==> src/rtl/matrix_key_scanner_pkg.sv <==
`default_nettype none
// matrix_key_pkg: shared state encoding and column-pattern helpers for matrix_key_scanner.
// Rev 1.0

package matrix_key_pkg;

    typedef enum logic [1:0] {
        SCAN     = 2'd0,
        PRESS_DB = 2'd1,
        HELD     = 2'd2,
        REL_DB   = 2'd3
    } state_t;

    // Helpers take a fixed-width pattern; callers pad unused upper bits with ones.
    localparam int unsigned c_max_cols = 32;
    localparam int unsigned c_idx_w    = 5;

    function automatic logic [1:0] onehot_low_count(input logic [c_max_cols-1:0] col);
        logic [1:0] cnt;
        cnt = 2'd0;
        for (int i = 0; i < c_max_cols; i++) begin
            if (!col[i] && (cnt != 2'd2)) begin
                cnt = cnt + 2'd1;
            end
        end
        return cnt;
    endfunction

    function automatic logic [c_idx_w-1:0] encode_col(input logic [c_max_cols-1:0] col);
        logic [c_idx_w-1:0] idx;
        idx = '0;
        for (int i = c_max_cols - 1; i >= 0; i--) begin
            if (!col[i]) begin
                idx = c_idx_w'(i);
            end
        end
        return idx;
    endfunction

endpackage

`default_nettype wire

==> src/rtl/matrix_key_scanner_sync_2ff.sv <==
`default_nettype none
// sync_2ff: two-flop synchroniser for asynchronous inputs; idles at all ones.
// Rev 1.0

module sync_2ff #(
    parameter int WIDTH = 1
) (
    input  logic             clk,
    input  logic             rst_n,
    input  logic [WIDTH-1:0] d_i,
    output logic [WIDTH-1:0] q_o
);

    logic [WIDTH-1:0] meta_q;
    logic [WIDTH-1:0] sync_q;

    always_ff @(posedge clk or negedge rst_n) begin
        if (!rst_n) begin
            meta_q <= '1;
            sync_q <= '1;
        end else begin
            meta_q <= d_i;
            sync_q <= meta_q;
        end
    end

    assign q_o = sync_q;

endmodule

`default_nettype wire

==> src/rtl/matrix_key_scanner.sv <==
`default_nettype none
// matrix_key_scanner: row-scanning keypad front end with press/release debounce and a valid/ready key event output.
// Rev 1.0

module matrix_key_scanner
    import matrix_key_pkg::*;
#(
    parameter  int NROWS     = 4,
    parameter  int NCOLS     = 4,
    parameter  int SCAN_DIV  = 6000,
    parameter  int SETTLE    = 3,
    parameter  int DB_CYCLES = 60000,
    localparam int KW        = $clog2(NROWS * NCOLS)
) (
    input  logic             clk,
    input  logic             rst_n,
    output logic [NROWS-1:0] row,
    input  logic [NCOLS-1:0] col,
    output logic [KW-1:0]    key_code,
    output logic             key_valid,
    input  logic             key_ready,
    output logic             key_held,
    output logic             multi_key,
    output logic             overrun
);

    localparam int c_rw = $clog2(NROWS);
    localparam int c_cw = $clog2(NCOLS);
    localparam int c_dw = $clog2(SCAN_DIV);
    localparam int c_bw = $clog2(DB_CYCLES);

    state_t            state_q, state_d;
    logic [c_rw-1:0]   row_sel_q, row_sel_d;
    logic [c_dw-1:0]   dwell_q, dwell_d;
    logic [c_bw-1:0]   db_q, db_d;
    logic [c_cw-1:0]   col_idx_q, col_idx_d;
    logic [KW-1:0]     code_q, code_d;
    logic              valid_q, valid_d;
    logic              held_q, held_d;
    logic              multi_q, multi_d;
    logic              overrun_q, overrun_d;

    logic [NCOLS-1:0]      col_sync;
    logic [c_max_cols-1:0] w_col_ext;
    logic [1:0]            w_low_cnt;
    logic [c_cw-1:0]       w_col_enc;
    logic [NCOLS-1:0]      w_latched_pat;
    logic                  w_window;
    logic                  w_dwell_tc;
    logic                  w_db_tc;
    logic [c_rw-1:0]       w_row_next;
    logic [KW-1:0]         w_code;
    logic                  w_fire;

    sync_2ff #(
        .WIDTH (NCOLS)
    ) u_col_sync (
        .clk   (clk),
        .rst_n (rst_n),
        .d_i   (col),
        .q_o   (col_sync)
    );

    always_comb begin
        w_col_ext               = '1;
        w_col_ext[NCOLS-1:0]    = col_sync;
        w_latched_pat           = '1;
        w_latched_pat[col_idx_q] = 1'b0;
    end

    assign w_low_cnt  = onehot_low_count(w_col_ext);
    assign w_col_enc  = c_cw'(encode_col(w_col_ext));
    assign w_window   = (dwell_q >= c_dw'(SETTLE));
    assign w_dwell_tc = (dwell_q == c_dw'(SCAN_DIV - 1));
    assign w_db_tc    = (db_q == c_bw'(DB_CYCLES - 1));
    assign w_row_next = (row_sel_q == c_rw'(NROWS - 1)) ? '0 : row_sel_q + c_rw'(1);
    // Row index is frozen outside SCAN, so it doubles as the latched row.
    assign w_code     = KW'(row_sel_q) * KW'(NCOLS) + KW'(col_idx_q);

    always_comb begin
        state_d   = state_q;
        row_sel_d = row_sel_q;
        dwell_d   = dwell_q;
        db_d      = db_q;
        col_idx_d = col_idx_q;
        code_d    = code_q;
        held_d    = held_q;
        multi_d   = multi_q;
        overrun_d = 1'b0;
        w_fire    = 1'b0;
        valid_d   = valid_q & ~key_ready;

        unique case (state_q)
            SCAN: begin
                if (w_window && (w_low_cnt == 2'd1)) begin
                    state_d   = PRESS_DB;
                    col_idx_d = w_col_enc;
                    db_d      = '0;
                end else begin
                    if (w_window && (w_low_cnt == 2'd2)) begin
                        multi_d = 1'b1;
                    end else if (w_window && (w_low_cnt == 2'd0)) begin
                        multi_d = 1'b0;
                    end
                    if (w_dwell_tc) begin
                        dwell_d   = '0;
                        row_sel_d = w_row_next;
                        multi_d   = 1'b0;
                    end else begin
                        dwell_d = dwell_q + c_dw'(1);
                    end
                end
            end

            PRESS_DB: begin
                if (col_sync == w_latched_pat) begin
                    if (w_db_tc) begin
                        state_d = HELD;
                        held_d  = 1'b1;
                        w_fire  = 1'b1;
                    end else begin
                        db_d = db_q + c_bw'(1);
                    end
                end else begin
                    state_d = SCAN;
                    dwell_d = '0;
                end
            end

            HELD: begin
                if (col_sync[col_idx_q]) begin
                    state_d = REL_DB;
                    db_d    = '0;
                end
            end

            REL_DB: begin
                if (!col_sync[col_idx_q]) begin
                    state_d = HELD;
                    db_d    = '0;
                end else if (w_db_tc) begin
                    state_d   = SCAN;
                    held_d    = 1'b0;
                    row_sel_d = w_row_next;
                    dwell_d   = '0;
                end else begin
                    db_d = db_q + c_bw'(1);
                end
            end

            default: begin
                state_d = SCAN;
            end
        endcase

        // A new event may replace one that is being consumed this same cycle.
        if (w_fire) begin
            if (!valid_q || key_ready) begin
                code_d  = w_code;
                valid_d = 1'b1;
            end else begin
                overrun_d = 1'b1;
            end
        end
    end

    always_ff @(posedge clk or negedge rst_n) begin
        if (!rst_n) begin
            state_q   <= SCAN;
            row_sel_q <= '0;
            dwell_q   <= '0;
            db_q      <= '0;
            col_idx_q <= '0;
            code_q    <= '0;
            valid_q   <= 1'b0;
            held_q    <= 1'b0;
            multi_q   <= 1'b0;
            overrun_q <= 1'b0;
        end else begin
            state_q   <= state_d;
            row_sel_q <= row_sel_d;
            dwell_q   <= dwell_d;
            db_q      <= db_d;
            col_idx_q <= col_idx_d;
            code_q    <= code_d;
            valid_q   <= valid_d;
            held_q    <= held_d;
            multi_q   <= multi_d;
            overrun_q <= overrun_d;
        end
    end

    always_comb begin
        row            = '1;
        row[row_sel_q] = 1'b0;
    end

    assign key_code  = code_q;
    assign key_valid = valid_q;
    assign key_held  = held_q;
    assign multi_key = multi_q;
    assign overrun   = overrun_q;

endmodule

`default_nettype wire

==> config.mk <==
export PLATFORM = sky130hd
export DESIGN_NAME = matrix_key_scanner
export DESIGN_NICKNAME = d
export VERILOG_FILES = /design/src/rtl/matrix_key_scanner_pkg.sv /design/src/rtl/matrix_key_scanner_sync_2ff.sv /design/src/rtl/matrix_key_scanner.sv
export SDC_FILE = /design/constraint.sdc
export NUM_CORES = 1
export LEC_CHECK = 0
export BUFFER_PORTS_ARGS = -buffer_cell sky130_fd_sc_hd__buf_2
export CAP_MARGIN = 30
export CORE_MARGIN = 2
export CORE_UTILIZATION = 38
export CTS_CLUSTER_DIAMETER = 30
export DETAILED_ROUTE_END_ITERATION = 12
export PLACE_DENSITY = 0.55
export SYNTH_ARGS = -nofsm -noshare
export SYNTH_HDL_FRONTEND = slang
export SYNTH_SLANG_ARGS = --single-unit
==> constraint.sdc <==
create_clock -name clk -period 4.8 [get_ports clk]
set_input_delay 0.24 -clock clk [delete_from_list [all_inputs] [get_ports clk]]
set_output_delay 0.24 -clock clk [all_outputs]
set_load 0.02 [all_outputs]
==> metrics.md <==
| Metric | Value |
|---|---|
| Status | finished, final reports clean |
| Sequential cell area | 0.00129 mm2 |
| Total gr overflow | 0 |
| Gp weighted congestion | 0.928 |
| Max-slew violation count | 0 |
| Critical path startpoint category | flip-flop |
| Initial antenna violation count | 0 |
| Cells after DPL | 422 |
| Vias in the first global route | 2245 |
| Root buf cell | clkbuf_8 |
| Fmax | 287 MHz |
| Syn avg cell area | 9.59 um2 |
| First-pass GRT wire length | 10900 um |
| Post-DP HPWL | 4330 um |
| Antenna diodes | 0 |
| Setup violators final | 0 |
| Routed WL | 6250 um |
| Pwr Density | 448 mW/mm2 |
| Area of the multi-input gates | 0.00158 mm2 |
| Longest Clk Path Bufs | 2 |
| Crit-path slowest cell | dfstp_2 |
| Crit-path max FO | 30 |
| Worst setup EP type | flip-flop |
| Ys async rst share | 1.00 |
| Remaining DRCs | 0 |
| Fin cells | 434 |
| Syn-to-layout area delta | 10.0% |
| RSZ-0062 raised after global routing | false |
| Htree depth | 2 |
| # nets final | 353 |
| Tmin final | 3490 ps |
| Cell family with most CP delay | simple AND/OR/NAND/NOR gates |
| CTS tree | yes |
| Arrival time at the worst endpoint | 3720 ps |
| GRT Total Usage | 0.158 |
| Crit path largest cell delay | 590 ps |
| Cell with the most instances after synthesis | dfrtp_1 |
| Die W | 92.7 um |
| Synth area leader | dfrtp_1 |
| Post-DR vias/cell | 5.45 |
| Via count | 2367 |
| # port buffers | 18 |
| Reg clk slew, reported paths | 90 ps |
| Largest net degree at the start of global routing | 52 |
| Io pins | 19 |
| Leak pwr | 1.39 nW |
| Tcrit/Tclk final | 0.726 |
| Buf+Inv Stages, Crit Path | 1 |
| Required time worst endpoint | 5030 ps |
| Iter 0 DRT Violations | 101 |
| Clk_lat worst skew | 310 ps |
| CTS-repair resized insts | 0 |
| Final antenna-violating net count | 0 |
| Max VDD drop | 0.240 mV |
| Crit Path Class | flip-flop to flip-flop |
| Synth Warn # | 0 |
| Max transition margin | 0.511 |
| Core footprint | 0.00769 mm2 |
| Area contributors post-synth | dfrtp_1 (36%), dfstp_2 (7.0%), ha_1 (6.3%) |
| Kind of path behind the tightest hold check | input port to async pin |
| Initial DRT Pass Iterations | 4 |
| Fill count | 782 |
| DR WL/cell | 14.4 um |
| Post-synth top flop | dfrtp_1 |
| Die H | 92.7 um |
| Cell count after synthesis | 312 |
| Share of cells above drive strength 1 | 0.187 |
| Initial Utilization | 0.389 |
| Number of synthesized flops with an enable pin | 0 |
| Post-synth top cells | dfrtp_1 (43), o21ai_0 (34), nand2_1 (21), nor2_1 (21), nand3_1 (18) |
| Fin. Hold Viols | 0 |
| Post-Syn Nets | 334 |
| Die area | 0.00860 mm2 |
| Total clock sinks | 51 |
| Post-synthesis sequential area ratio | 0.430 |
| Overall power | 0.00148 W |
| Synth Register Bits | 51 |
| Mapped Area | 0.00299 mm2 |
| Area fraction of the dominant cell type after synthesis | 0.360 |
| Crit-path cells | inv_1 > ha_1 > nor2_2 > xnor2_1 > ha_1 > nor2_1 > or4_4 > nand4_2 > or3b_4 > or4_1 > a21oi_1 |
| Num CTS Buffers | 5 |
| Yosys cell types | 56 |
| Max Cap Viol | 0 |
| Crit-path most repeated cell | ha_1 |
| Measured slew at the worst slew-check pin | 726 ps |
| Core Rows | 32 |
| Worst Skew | 3.21 ps |
| TNS Setup | 0 ps |
-- through the flow --
step	utilization	cell area (um2)	hold slack, ps	setup WS, ps
6_report	0.428	3290	47.0	1310
2_1_floorplan	-	2990	-55.6	1610
5_1_grt	0.428	3290	102	1050
3_5_place_dp	0.410	3150	346	1350
4_1_cts	0.423	3250	9.37	1320
3_3_place_gp	0.410	3150	345	1480
-- report_power, final --
group          total [W]  switching (W)  leakage [nW]  internal, W
logic           0.000653       0.000410         0.667     0.000243
clock network   0.000275       0.000143        0.0515     0.000132
registers       0.000547      0.0000633         0.672     0.000484
total            0.00148       0.000617          1.39     0.000859
-- worst register-to-register path: cells and delay by family, from the launching register on --
| family | cells | cell delay (ps) |
|---|---|---|
| AO/OA/AOI/OAI | 1 | 150 |
| XOR/XNOR | 1 | 180 |
| adder cells (fa/ha/maj) | 2 | 510 |
| buffers and inverters | 1 | 90 |
| flip-flops | 1 | 590 |
| AND/OR/NAND/NOR | 6 | 1870 |
-- placed cells by master (no fill, tap or decap), drive strengths merged, types with 2 or more instances in the layout --
cell / n
mux2i: 2
nand2b: 5
o21ai: 35
or2: 3
or4: 5
buf: 19
nor3b: 2
nor2: 22
nor2b: 2
mux2: 8
o31ai: 10
or3b: 4
ha: 15
o211ai: 2
o21ba: 2
or3: 10
nand2: 21
a21oi: 17
nor4: 5
inv: 16
nand4: 7
dfstp: 8
nand4b: 2
nand3: 18
o41ai: 6
and4: 2
nand3b: 4
dlygate4sd3: 4
and3: 6
a31oi: 4
nor3: 3
dfrtp: 43
clkbuf: 8
-- state kept, by name (all words and copies together) (netlist names) --
| name | cells |
|---|---|
| db_q | 16 |
| dwell_q | 13 |
| key_code | 4 |
| u_col_sync.meta_q | 4 |
| u_col_sync.q_o | 4 |
| col_idx_q | 2 |
| row_sel_q | 2 |
| state_q | 2 |
| key_held | 1 |
| key_valid | 1 |
| multi_key | 1 |
| overrun | 1 |
-- final timing paths --
| kind | cells after the start | from | slack, ps | to |
|---|---|---|---|---|
| max in group asynchronous | 2 | rst_n | 4330 | dwell_q[11] |
| worst max register to register | 11 | u_col_sync.q_o[0] | 1310 | db_q[11] |
| worst min register to register | 0 | u_col_sync.meta_q[2] | 360 | u_col_sync.q_o[2] |
| worst min-delay path | 2 | rst_n | 50 | db_q[12] |
| min in group clk | 3 | key_ready | 220 | overrun |
| worst max-delay path | 11 | u_col_sync.q_o[0] | 1310 | db_q[11] |
-- cells by family after synthesis --
| kind of cell | Yosys count | share of synthesized area |
|---|---|---|
| xor+xnor | 1 | 0.00293 |
| compound gates | 84 | 0.181 |
| fa+ha+maj | 15 | 0.0627 |
| simple gates | 123 | 0.237 |
| flops | 51 | 0.430 |
| buf+inv | 27 | 0.0418 |
| mux | 11 | 0.0443 |
-- layer usage --
metal / part of all wire / global-route usage / vias up / routed length, um
met3: 0.031 / 0.0399 / 2 / 197
met1: 0.48 / 0.215 / 1135 / 3000
li1: - / - / 1196 / -
met4: 0.0061 / 0.0417 / 0 / 38
met2: 0.48 / 0.251 / 34 / 3020
met5: 0 / 0 / - / 0
-- cell type report --
cell class | count | area share
Sequential cell | 51 | 0.391
Tap cell | 102 | 0.0388
Clock buffer | 8 | 0.0304
Inverter | 16 | 0.0182
Multi-Input combinational cell | 234 | 0.480
Timing Repair Buffer | 23 | 0.0418
-- what timing repair did --
item	in CTS	in global routing
endpoints found under the hold margin	0	4
setup buffers	0	0
hold buffers	0	4
(Power assumes the default switching activity.)
